===== config.mk =====
export PLATFORM = sky130hd
export DESIGN_NAME = bs_program_sequencer
export DESIGN_NICKNAME = d
export VERILOG_FILES = /design/src/rtl/bs_seq_pkg.sv /design/src/rtl/bs_prog_mem.sv /design/src/rtl/bs_program_sequencer.sv
export SDC_FILE = /design/constraint.sdc
export NUM_CORES = 1
export LEC_CHECK = 0
export ABC_AREA = 1
export BUFFER_PORTS_ARGS = -buffer_cell sky130_fd_sc_hd__buf_2
export CAP_MARGIN = 25
export CORE_UTILIZATION = 56
export CTS_BUF_LIST = sky130_fd_sc_hd__clkbuf_16
export DETAILED_ROUTE_END_ITERATION = 16
export MAX_ROUTING_LAYER = met4
export PLACE_DENSITY = 0.87
export SYNTH_ARGS = -nofsm -noshare
export SYNTH_HDL_FRONTEND = slang
export SYNTH_SLANG_ARGS = --single-unit

===== constraint.sdc =====
create_clock -name i_clk -period 1.7 [get_ports i_clk]
set_input_delay 0.34 -clock i_clk [delete_from_list [all_inputs] [get_ports i_clk]]
set_output_delay 0.34 -clock i_clk [all_outputs]
set_load 0.01 [all_outputs]

===== src/rtl/bs_seq_pkg.sv =====
// Shared types and widths for the bit-serial program sequencer.
package bs_seq_pkg;

    localparam int unsigned INSTR_W = 3;
    localparam int unsigned DATA_W  = 8;

    typedef enum logic [2:0] {
        IDLE,
        ISSUE,
        WAIT,
        ADVANCE,
        HALT,
        ERROR
    } seq_state_e;

    typedef struct packed {
        logic [INSTR_W-1:0] instr;
        logic [DATA_W-1:0]  data;
    } prog_word_t;

endpackage


===== src/rtl/bs_prog_mem.sv =====
// Program store: register file, one synchronous write port, one combinational
// read port, asynchronously cleared to zero by reset.
module bs_prog_mem
    import bs_seq_pkg::*;
#(
    parameter  int unsigned DEPTH = 16,
    localparam int unsigned AW    = $clog2(DEPTH)
) (
    input  logic            i_clk,
    input  logic            i_rst,
    input  logic            i_we,
    input  logic [AW-1:0]   i_waddr,
    input  prog_word_t      i_wdata,
    input  logic [AW-1:0]   i_raddr,
    output prog_word_t      o_rdata
);

    prog_word_t mem_q [DEPTH];

    // Storage array with async clear.
    always_ff @(posedge i_clk or negedge i_rst) begin
        if (!i_rst) begin
            for (int i = 0; i < int'(DEPTH); i++) begin
                mem_q[i] <= '0;
            end
        end else if (i_we) begin
            mem_q[i_waddr] <= i_wdata;
        end
    end

    assign o_rdata = mem_q[i_raddr];

endmodule


===== src/rtl/bs_program_sequencer.sv =====
// Program sequencer: issues stored {instr, data} words to the bit-serial core
// with a start pulse and advances on the core's PC-increment strobe.
// Optional watchdog on the WAIT state: define BS_SEQ_WATCHDOG_EN.
module bs_program_sequencer
    import bs_seq_pkg::*;
#(
    parameter  int unsigned PROG_DEPTH  = 16,
`ifdef BS_SEQ_WATCHDOG_EN
    parameter  int unsigned WDOG_CYCLES = 64,
`endif
    localparam int unsigned AW          = $clog2(PROG_DEPTH)
) (
    input  logic               i_clk,
    input  logic               i_rst,
    input  logic               i_run,
    input  logic               i_step,
    input  logic               i_loop,
    input  logic [AW-1:0]      i_last_addr,
    input  logic               i_load_en,
    input  logic [AW-1:0]      i_load_addr,
    input  logic [INSTR_W-1:0] i_load_instr,
    input  logic [DATA_W-1:0]  i_load_data,
    input  logic               i_core_pcincr,
    output logic [INSTR_W-1:0] o_instr,
    output logic [DATA_W-1:0]  o_data_switch,
    output logic               o_start,
    output logic [AW-1:0]      o_pc,
    output logic               o_busy,
    output logic               o_halted,
    output logic               o_error
);

    seq_state_e         state_q, state_d;
    logic [AW-1:0]      pc_q, pc_d;
    logic [AW-1:0]      next_pc;
    logic [AW-1:0]      rd_addr;
    logic               step_q, step_d;
    logic [INSTR_W-1:0] instr_q, instr_d;
    logic [DATA_W-1:0]  data_q, data_d;
    logic               start_q, start_d;
    logic               busy_q, busy_d;
    logic               halted_q, halted_d;
    logic               mem_we;
    prog_word_t         rd_word;
    prog_word_t         wr_word;

`ifdef BS_SEQ_WATCHDOG_EN
    localparam int unsigned WDW = $clog2(WDOG_CYCLES + 1);
    logic [WDW-1:0] wdog_q, wdog_d;
    logic           error_q, error_d;
    logic           wdog_expired;

    assign wdog_expired = (wdog_q == WDW'(WDOG_CYCLES - 1));
`endif

    assign wr_word = '{instr: i_load_instr, data: i_load_data};

    bs_prog_mem #(.DEPTH(PROG_DEPTH)) u_mem (
        .i_clk   (i_clk),
        .i_rst   (i_rst),
        .i_we    (mem_we),
        .i_waddr (i_load_addr),
        .i_wdata (wr_word),
        .i_raddr (rd_addr),
        .o_rdata (rd_word)
    );

    // Next-state, program counter and core-facing output decode.
    always_comb begin
        state_d  = state_q;
        pc_d     = pc_q;
        step_d   = step_q;
        instr_d  = instr_q;
        data_d   = data_q;
        mem_we   = 1'b0;
        rd_addr  = pc_q;
        next_pc  = (pc_q == i_last_addr) ? '0 : pc_q + AW'(1);

        case (state_q)
            IDLE: begin
                if (i_run || i_step) begin
                    state_d = ISSUE;
                    step_d  = !i_run;
                    instr_d = rd_word.instr;
                    data_d  = rd_word.data;
                end else begin
                    mem_we  = i_load_en;
                end
            end
            ISSUE: state_d = WAIT;
            WAIT: begin
                if (i_core_pcincr) begin
                    state_d = ADVANCE;
`ifdef BS_SEQ_WATCHDOG_EN
                end else if (wdog_expired) begin
                    state_d = ERROR;
`endif
                end
            end
            ADVANCE: begin
                rd_addr = next_pc;
                if ((pc_q == i_last_addr) && !i_loop) begin
                    state_d = HALT;
                end else begin
                    pc_d = next_pc;
                    if (step_q || !i_run) begin
                        state_d = IDLE;
                    end else begin
                        state_d = ISSUE;
                        instr_d = rd_word.instr;
                        data_d  = rd_word.data;
                    end
                end
            end
            HALT: begin
                mem_we = i_load_en;
                if (!i_run) begin
                    state_d = IDLE;
                    pc_d    = '0;
                end
            end
            ERROR: begin
                if (!i_run && !i_step) state_d = IDLE;
            end
            default: state_d = IDLE;
        endcase

        start_d  = (state_d == ISSUE);
        busy_d   = (state_d == ISSUE) || (state_d == WAIT) || (state_d == ADVANCE);
        halted_d = (state_d == HALT);
    end

    // State and registered outputs.
    always_ff @(posedge i_clk or negedge i_rst) begin
        if (!i_rst) begin
            state_q  <= IDLE;
            pc_q     <= '0;
            step_q   <= 1'b0;
            instr_q  <= '0;
            data_q   <= '0;
            start_q  <= 1'b0;
            busy_q   <= 1'b0;
            halted_q <= 1'b0;
        end else begin
            state_q  <= state_d;
            pc_q     <= pc_d;
            step_q   <= step_d;
            instr_q  <= instr_d;
            data_q   <= data_d;
            start_q  <= start_d;
            busy_q   <= busy_d;
            halted_q <= halted_d;
        end
    end

`ifdef BS_SEQ_WATCHDOG_EN
    // Watchdog counter: cleared on the way into WAIT, counts WAIT cycles.
    always_comb begin
        wdog_d  = wdog_q;
        if (state_q == ISSUE) begin
            wdog_d = '0;
        end else if (state_q == WAIT) begin
            wdog_d = wdog_q + WDW'(1);
        end
        error_d = (state_d == ERROR);
    end

    // Watchdog registers.
    always_ff @(posedge i_clk or negedge i_rst) begin
        if (!i_rst) begin
            wdog_q  <= '0;
            error_q <= 1'b0;
        end else begin
            wdog_q  <= wdog_d;
            error_q <= error_d;
        end
    end

    assign o_error = error_q;
`else
    assign o_error = 1'b0;
`endif

    assign o_instr       = instr_q;
    assign o_data_switch = data_q;
    assign o_start       = start_q;
    assign o_pc          = pc_q;
    assign o_busy        = busy_q;
    assign o_halted      = halted_q;

endmodule


==> results.yml, run 1 <==
placement:
  dp.cells: 1548
  port_buffers: 43
  placed_area_um2: 10900
  gp_congestion: 0.954
  hpwl_um: 17800
clock_tree:
  clock_sinks: 198
  cts_buffers: 17
  cts_buffer_depth: 2
  htreeDepth: 4
  cts_root_buf: "clkbuf_16"
floorplan:
  chipWidth_um: 134
  io_pins: 45
  start_util: 0.581
  num_rows: 47
  dieHeight_um: 134
yosys:
  synthesis.area_um2: 9730
  synthesis.nets: 1306
  yosys_warnings: 0
  avgSynthCellArea_um2: 7.61
  synthDistinctLibCells: 26
  ys_seq_elements: 198
  synthesis.instances: 1279
  seq_area_frac_synth: 0.509
status:
  haltStage: "global routing"
  error_message: "[ERROR GRT-0232] Routing congestion too high. Check the congestion heatmap in the GUI."
  status: "aborted with a tool error"
grt:
  grt-ovfl-total: 378
  grt_use_total: 0.919
  grt_max_degree: 43
## through the flow
stage / worst slack [ns] / utilization
2_1_floorplan: 0.00340 / -
3_3_place_gp: -0.244 / 0.648
3_5_place_dp: -0.313 / 0.648
4_1_cts: -0.260 / 0.845
## cells by family after synthesis
| family | share of synthesized area |
|---|---|
| compound gates | 0.0954 |
| xor+xnor | 0.000900 |
| flops | 0.509 |
| simple gates | 0.294 |
| other cells | 0.000385 |
| fa+ha+maj | 0.00129 |
| buf+inv | 0.0988 |
## Yosys cell counts (all sizes together)
cell	instances	area, µm²
nand2	393	1490
nand3	207	1040
dfrtp	198	4950
o21ai	183	916
inv	148	556
clkbuf	54	203
buf	34	199
nand3b	22	165
nor2	20	75.1
nand4	8	50.1
nor3	4	25.0
or2	2	12.5
a21oi	1	5.00
clkinv	1	3.75
conb	1	3.75
ha	1	12.5
o31ai	1	7.51
xor2	1	8.76
## routing by layer
layer	global-route usage	overflow
met4	0.937	112
met3	0.796	19
met2	1.02	234
met1	0.902	13
met5	-	-
## repair_timing
action / in CTS
buffers inserted: 36
resized for setup: 483
hold buffers: 1
pin swaps: 41
endpoints found under the setup margin: 163
endpoints found under the hold margin: 37
gates cloned: 45
==> run 2, diff against run 1 <==
Settings changed: CORE_UTILIZATION 56 to 40, CTS_BUF_LIST sky130_fd_sc_hd__clkbuf_16 to default, MAX_ROUTING_LAYER met4 to default, PLACE_DENSITY 0.87 to default, PLACE_DENSITY_LB_ADDON from default to 0.15.
Clock period 1.7 ns to 2.2 ns, I/O delays scaled along.
==> run 2 against run 1 <==
Against the previous run: the run now ends clean; synthesized cell count stayed put; area after synthesis is the same.
==> results.yml, run 2 <==
status:
  status: "finished clean"
critical_path:
  slowest_stage: "dfrtp_1"
  crit_path_end_kind: "flip-flop"
  crit_arrival_ns: 2.35
  r2r_setup_slack_ns: 0.18
  critPathLaunchType: "flip-flop"
  required_ns: 2.53
  cp.depth: 13
  path_cells: "inv_1, nand3_2, nor2_2, nand2_4, nand2_4, buf_12, nand2_1, nand3_1, nand3_1, nand3_1, nand2_1, nand2_1, nand2_1"
  criticalPathCategory: "reg -> reg"
  r2r_cells: 13
  path_buf_inv: 2
  cpMostUsedCell: "nand2_1"
  crit_family: "simple AND/OR/NAND/NOR gates"
  worstPathMaxFanout: 32
  slowest_delay_ns: 0.38
floorplan:
  dieHeight_um: 158
  start_util: 0.411
  num_rows: 56
  io_pins: 45
  dieArea_um2: 25000
  coreArea_um2: 23700
  chipWidth_um: 158
clock_tree:
  clk_latency_ns: 0.44
  htreeDepth: 4
  cts_buffers: 17
  cts_root_buf: "clkbuf_16"
  tritoncts: "done"
  clkSlewWorstSetupHoldPaths_ns: 0.07
  post_cts_buffers: 0
  clock_sinks: 198
  cts_buffer_depth: 2
layout:
  final_nets: 1334
  diodes: 0
  area_growth_pct: 15.3
  largest_reg_flops: 176
  final_common_cell: "nand2_1"
  drive_above_1_share: 0.113
  final_cell_mix: "nand2_1 (387), nand3_1 (206), dfrtp_1 (196)"
  regMostFlops: "u_mem.mem_q"
yosys:
  synth_area_leaders: "dfrtp_1 (51%), nand2_1 (15%), nand3_1 (11%)"
  async_reset_ff_frac: 1.00
  synthDistinctLibCells: 26
  synthesis.nets: 1306
  synthesis.instances: 1279
  synth_ff_type: "dfrtp_1"
  synth_edf_count: 0
  yosys-top-cells-count: "nand2_1 (388), nand3_1 (206), dfrtp_1 (198)"
  synth-simple-area-share: 0.294
  synth_fa_ha_area_frac: 0.00129
  yosys_warnings: 0
  synthesis.area_um2: 9730
  synth_compound_area_frac: 0.0954
  seq_area_frac_synth: 0.509
  avgSynthCellArea_um2: 7.61
  synth_top_family_by_area: "simple AND/OR/NAND/NOR gates"
  synth_xor_area_frac: 0.000900
  synth_top_cell_by_area: "dfrtp_1"
  yosysMostFrequentCell: "nand2_1"
  ys_seq_elements: 198
  synth_top_area_share: 0.509
  synth_mux_area_frac: 0
timing:
  finalSetupViolations: 0
  worst_pin_slew_ns: 0.648
  hold_violations: 0
  drv_slew: 0
  period_share: 0.919
  tns_ns: 0
  fin_crit_ns: 2.02
  slew_headroom: 0.568
  rsz0062_at_grt: "no"
  max_freq_mhz: 495
  whs_ns: 0.219
  fin_skew_ns: 0.0113
grt:
  grt_max_degree: 62
  grt_use_total: 0.235
  grt_pass1_wl_um: 44400
  first_global_vias: 7919
  grt-ovfl-total: 0
  antenna_found_initial: 0
detailed_routing:
  viasPerCell: 5.11
  drtIter0Drc: 880
  vias: 8370
  post_drt_wl_per_cell_um: 16.9
  drt_pass1_iterations: 5
  drc: 0
  ant_nets: 0
  routed_wl_um: 27600
pwr:
  ir_drop_uv: 784
  internal_power_uw: 8410
  power_switching_uw: 6090
  power.density_nw_per_um2: 1290
  p_comb_frac: 0.449
  leakage_uw: 0.00546
  swShare: 0.420
  seq_power_share: 0.325
  power.share.clock: 0.226
placement:
  hpwl_um: 17700
  port_buffers: 43
  gp_congestion: 0.792
job:
  cap_violations: 0
min_path:
  hold_depth: 2
  hold_class: "in -> reg"
-- run 2: cell counts after synthesis --
Identical to the previous run, type by type.
-- run 2: cells by family after synthesis --
| family | count (synthesis) |
|---|---|
| and+or+nand+nor | 656 |
| buffers and inverters | 237 |
| DFF | 198 |
| AOI/OAI and AO/OA | 185 |
| xor gates and xnor gates | 1 |
| adders and majority gates | 1 |
| other | 1 |
-- run 2: per-stage QoR --
step	setup slack, ns	util	cells	cell area, µm²	power, µW
2_1_floorplan	0.406	-	1279	9730	8920
3_3_place_gp	0.110	0.445	1605	10500	11100
3_5_place_dp	0.108	0.445	1605	10500	11100
4_1_cts	0.103	0.471	1638	11200	14400
5_1_grt	0.00532	0.474	1639	11200	15500
6_report	0.178	0.474	1639	11200	14500
-- run 2: power by group through the flow --
stage | logic (µW) | registers, µW | clock network, µW
4_1_cts | 6380 | 4700 | 3350
3_3_place_gp | 6310 | 4760 | 0
2_1_floorplan | 4220 | 4700 | 0
3_5_place_dp | 6340 | 4760 | 0
6_report | 6510 | 4710 | 3280
5_1_grt | 7250 | 4780 | 3480
-- run 2: what timing repair did --
action | CTS | global route
hold buffers | 1 | 0
hold endpoints to repair | 26 | 0
resized for setup | 0 | 10
endpoints found under the setup margin | 0 | 8
-- run 2: final cells by class --
| type | count | area (µm²) |
|---|---|---|
| Multi-Input combinational cell | 844 | 3830 |
| Inverter | 149 | 559 |
| Sequential cell | 198 | 4960 |
| Clock inverter | 15 | 189 |
| Clock buffer | 17 | 425 |
| Fill cell | 2415 | 12500 |
| Timing Repair Buffer | 97 | 851 |
| Tap cell | 319 | 399 |
-- run 2: routing by layer --
layer	vias up	share of wire	track usage
met2	206	0.46	0.374
met4	0	0.014	0.0614
met5	-	0	0
met3	22	0.050	0.0424
li1	4130	-	-
met1	4012	0.48	0.329
-- run 2: final timing paths --
kind / endpoint / from
setup / recovery: o_data_switch[3] / state_q[2]
hold / removal: step_q / i_run
setup reg to reg: o_data_switch[3] / state_q[2]
hold reg to reg: u_mem.mem_q[34] / u_mem.mem_q[34]
max in group asynchronous: u_mem.mem_q[61] / i_rst
min in group asynchronous: u_mem.mem_q[103] / i_rst
No activity file was read; power rests on OpenSTA's default activity.
==> run 3, diff against run 2 <==
Settings changed: CORE_MARGIN from default to 8.
==> run 3 against run 2 <==
Against the previous run: routed wire length rose by 7.2%; die area rose by 19%; clock skew rose by 0.0070 ns; global-route usage fell by 2.8 points; combinational power rose by 7.8%; design area rose by 1.3%; fmax fell by 1.3%; total power rose by 4.7%.
==> results.yml, run 3 (synthesis gave the netlist of run 2 again) <==
min_path:
  worst_hold_path.endpoint: "step_q"
  hold_class: "in -> reg"
  hold_start: "i_run"
  hold_depth: 2
layout:
  seq_area_um2: 4960
  largest_reg_flops: 176
  diodes: 0
  drive_above_1_share: 0.115
  final_cell_count_no_fill: 1649
  regMostFlops: "u_mem.mem_q"
  final_cell_mix: "nand2_1 (387), nand3_1 (205), dfrtp_1 (197)"
  fin_util: 0.471
  multi_input_area_um2: 3850
  fillCellCount: 2477
  final_common_cell: "nand2_1"
  final_nets: 1339
  area_growth_pct: 16.8
pwr:
  power.density_nw_per_um2: 1340
  ir_drop_uv: 912
  leakage_uw: 0.00554
floorplan:
  start_util: 0.404
  dieArea_um2: 29600
  coreArea_um2: 24100
  io_pins: 45
  num_rows: 57
  chipWidth_um: 172
  dieHeight_um: 172
timing:
  hold_violations: 0
  tns_ns: 0
  slew_headroom: 0.533
  fin_crit_ns: 2.05
  finalSetupViolations: 0
  rsz0062_at_grt: "no"
  fin_skew_ns: 0.0183
  period_share: 0.931
  drv_slew: 0
  worst_pin_slew_ns: 0.699
  setup_ws_ns: 0.151
  max_freq_mhz: 488
detailed_routing:
  routed_wl_um: 29600
  ant_nets: 0
  vias: 8419
  drtIter0Drc: 959
  viasPerCell: 5.11
  drc: 0
  post_drt_wl_per_cell_um: 18.0
  drt_pass1_iterations: 5
grt:
  grt_pass1_wl_um: 46700
  first_global_vias: 8000
  antenna_found_initial: 1
  grt_max_degree: 57
  grt_use_total: 0.207
  grt-ovfl-total: 0
clock_tree:
  cts_root_buf: "clkbuf_16"
  clock_sinks: 198
  htreeDepth: 4
  clkSlewWorstSetupHoldPaths_ns: 0.07
  tritoncts: "done"
  clk_latency_ns: 0.44
  cts_buffers: 17
  post_cts_buffers: 0
  cts_buffer_depth: 2
placement:
  port_buffers: 43
  detailedPlace.worstSlack_ns: 0.0788
  hpwl_um: 19200
  gp_congestion: 0.837
  dp.cells: 1613
critical_path:
  required_ns: 2.54
  critPathLaunchType: "flip-flop"
  regToRegStartpoint: "o_pc[0]"
  criticalPathCategory: "reg -> reg"
  r2r_cells: 15
  r2r_setup_slack_ns: 0.15
  worstPathMaxFanout: 14
  crit_arrival_ns: 2.38
  r2r-end: "o_instr[2]"
  crit_path_end_kind: "flip-flop"
status:
  status: "finished clean"
job:
  cap_violations: 0
run 3: layer usage:
| metal | vias to the layer above | share of wire | GRT usage |
|---|---|---|---|
| li1 | 4138 | - | - |
| met4 | 2 | 0.018 | 0.0607 |
| met1 | 3996 | 0.48 | 0.296 |
| met2 | 252 | 0.45 | 0.320 |
| met5 | - | 0.00044 | 0 |
| met3 | 31 | 0.050 | 0.0306 |
run 3: stage by stage:
step / area, µm² / total power [µW] / hold WS [ns]
after global placement: 10600 / 11400 / 0.386
after global routing: 11400 / 16200 / 0.277
final: 11400 / 15200 / 0.247
after detailed placement: 10600 / 11400 / 0.391
after floorplan: 9730 / 8920 / 0.144
after CTS: 11300 / 14900 / 0.233
run 3: how the worst max path moves through the flow:
stage | to | slack [ns] | start | cells after the start
2_1_floorplan | o_data_switch[2] | 0.41 | o_pc[0] | 10
3_3_place_gp | o_data_switch[1] | 0.07 | i_last_addr[2] | 16
3_5_place_dp | o_data_switch[1] | 0.08 | i_last_addr[2] | 16
4_1_cts | o_data_switch[1] | 0.10 | o_pc[2] | 15
5_1_grt | o_instr[0] | 0.02 | o_pc[2] | 15
6_report | o_instr[2] | 0.15 | o_pc[0] | 15
run 3: cell type report:
type | instances | area share
Clock buffer | 20 | 0.0402
Clock inverter | 12 | 0.0165
Inverter | 149 | 0.0492
Multi-Input combinational cell | 844 | 0.339
Sequential cell | 198 | 0.436
Tap cell | 324 | 0.0357
Timing Repair Buffer | 102 | 0.0837
run 3: power by group:
group / internal (µW) / switching [µW]
clock network: 1990 / 1480
logic: 2620 / 4400
registers: 4290 / 405
run 3: critical path, cell delays in order, from the launching register on:
cell and delay [ns]:
dfrtp_1 0.45, inv_2 0.08, nand2_1 0.06, nand2_1 0.05, nor2_1 0.10, nand2_2 0.09, buf_4 0.16, nand3_1 0.12
nand2_4 0.12, buf_12 0.18, nand3_1 0.10, nand3_1 0.13, nand3_1 0.12, nand2_1 0.07, nand2_1 0.06, nand2_1 0.05
run 3: repair_timing:
| item | in CTS | in global routing |
|---|---|---|
| endpoints found under the setup margin | 0 | 11 |
| endpoints found under the hold margin | 31 | 0 |
| resized for setup | 0 | 9 |
| hold buffers | 1 | 0 |
==> run 4, diff against run 3 <==
==> constraint.sdc (replaced) <==
create_clock -name i_clk -period 2.2 [get_ports i_clk]
set_input_delay 0.11 -clock i_clk [delete_from_list [all_inputs] [get_ports i_clk]]
set_output_delay 0.11 -clock i_clk [all_outputs]
set_load 0.01 [all_outputs]
==> run 4 against run 3 <==
Against the previous run: first-iteration DRC count shrank 5.2%; cell count grew 0.18%; hold slack lost 0.22 ns; die area is the same.
==> results.yml, run 4 (synthesis gave the netlist of run 2 again) <==
layout:
  diodes: 0
  largest_reg_flops: 176
  multi_input_area_um2: 3870
  seq_area_um2: 4950
  final_common_cell: "nand2_1"
  final_nets: 1342
  regMostFlops: "u_mem.mem_q"
  area_growth_pct: 16.8
  final_cell_count_no_fill: 1652
  fin_util: 0.472
  drive_above_1_share: 0.120
  fillCellCount: 2479
  final_cell_mix: "nand2_1 (387), nand3_1 (201), dfrtp_1 (198)"
timing:
  drv_slew: 0
  fin_crit_ns: 2.10
  whs_ns: 0.0319
  hold_violations: 0
  period_share: 0.956
  worst_pin_slew_ns: 0.843
  slew_headroom: 0.438
  max_freq_mhz: 475
  fin_skew_ns: 0.0137
  finalSetupViolations: 0
clock_tree:
  clock_sinks: 198
  clkSlewWorstSetupHoldPaths_ns: 0.07
  cts_buffers: 17
  clk_latency_ns: 0.44
  cts_buffer_depth: 2
  cts_root_buf: "clkbuf_16"
  tritoncts: "done"
  htreeDepth: 4
floorplan:
  dieHeight_um: 172
  coreArea_um2: 24100
  start_util: 0.404
  num_rows: 57
  dieArea_um2: 29600
  io_pins: 45
  chipWidth_um: 172
pwr:
  internal_power_uw: 8950
  p_comb_frac: 0.479
  power_switching_uw: 6480
  power.density_nw_per_um2: 1360
  seq_power_share: 0.304
  ir_drop_uv: 641
  power.share.clock: 0.217
  leakage_uw: 0.00553
  swShare: 0.420
detailed_routing:
  drtIter0Drc: 909
  post_drt_wl_per_cell_um: 18.0
  drt_pass1_iterations: 5
  drc: 0
  routed_wl_um: 29700
  ant_nets: 0
  viasPerCell: 5.08
  vias: 8394
critical_path:
  required_ns: 2.57
  critPathLaunchType: "flip-flop"
  worstPathMaxFanout: 15
  criticalPathCategory: "reg -> reg"
  regToRegStartpoint: "o_pc[0]"
  timing.critical_path.from: "o_pc[0]"
  crit_path_end_kind: "flip-flop"
  crit_arrival_ns: 2.48
grt:
  first_global_vias: 8080
  grt-ovfl-total: 0
  antenna_found_initial: 0
  grt_use_total: 0.201
  grt_pass1_wl_um: 45800
  grt_max_degree: 73
min_path:
  hold_class: "in -> reg"
  hold_start: "i_core_pcincr"
placement:
  gp_congestion: 0.839
  port_buffers: 43
  dp.cells: 1611
  hpwl_um: 18300
status:
  status: "finished clean"
job:
  cap_violations: 0
run 4: power groups by stage:
stage                     registers [µW]  clock network, µW  logic, µW
after floorplan                     4700                  0       4220
after global placement              4730                  0       6670
after detailed placement            4730                  0       6700
after CTS                           4670               3410       6740
after global routing                4760               3530       8150
final                               4680               3350       7390
run 4: layout make-up:
| cell class | instances | area share |
|---|---|---|
| Clock buffer | 20 | 0.0402 |
| Inverter | 149 | 0.0495 |
| Clock inverter | 12 | 0.0143 |
| Tap cell | 324 | 0.0357 |
| Timing Repair Buffer | 105 | 0.0841 |
| Sequential cell | 198 | 0.436 |
| Multi-Input combinational cell | 844 | 0.340 |
run 4: repair_timing:
action                                  CTS  global route
hold buffers                              2             0
buffers inserted                          0             2
endpoints found under the hold margin    57             0
resized for setup                         0            13
endpoints found under the setup margin    0            11
run 4: worst max-delay path, stage by stage, from the launching register on:
cell and delay (ns):
dfrtp_1 0.43, buf_4 0.16, ha_1 0.19, xor2_1 0.17, nand3_1 0.13, o21ai_2 0.15, inv_2 0.10, buf_12 0.16
nand3_1 0.18, nand3_1 0.15, nand2_1 0.10, nand2_1 0.05, nand2_1 0.06
run 4: layer usage:
metal | global-route usage | part of all wire | up-vias
met1 | 0.282 | 0.47 | 4004
li1 | - | - | 4149
met5 | 0 | 0 | -
met3 | 0.0338 | 0.054 | 19
met2 | 0.314 | 0.46 | 222
met4 | 0.0600 | 0.016 | 0
run 4: final timing paths:
kind | end | slack [ns] | cells past startpoint
min in group asynchronous | u_mem.mem_q[26] | 0.23 | 2
max | o_instr[0] | 0.1 | 12
max reg2reg | o_instr[0] | 0.1 | 12
max in group asynchronous | u_mem.mem_q[145] | 1.22 | 3
min reg2reg | u_mem.mem_q[103] | 0.48 | 2
min | state_q[0] | 0.03 | 3
run 4: through the flow:
stage	area, µm²	power (µW)	TNS, ns	worst slack, ns
detailed placement	10500	11400	0	0.0737
finish	11400	15400	0	0.0960
floorplan	9730	8920	0	0.406
global route	11400	16400	-0.00579	-0.00579
global placement	10500	11400	0	0.0637
CTS	11200	14800	0	0.0571
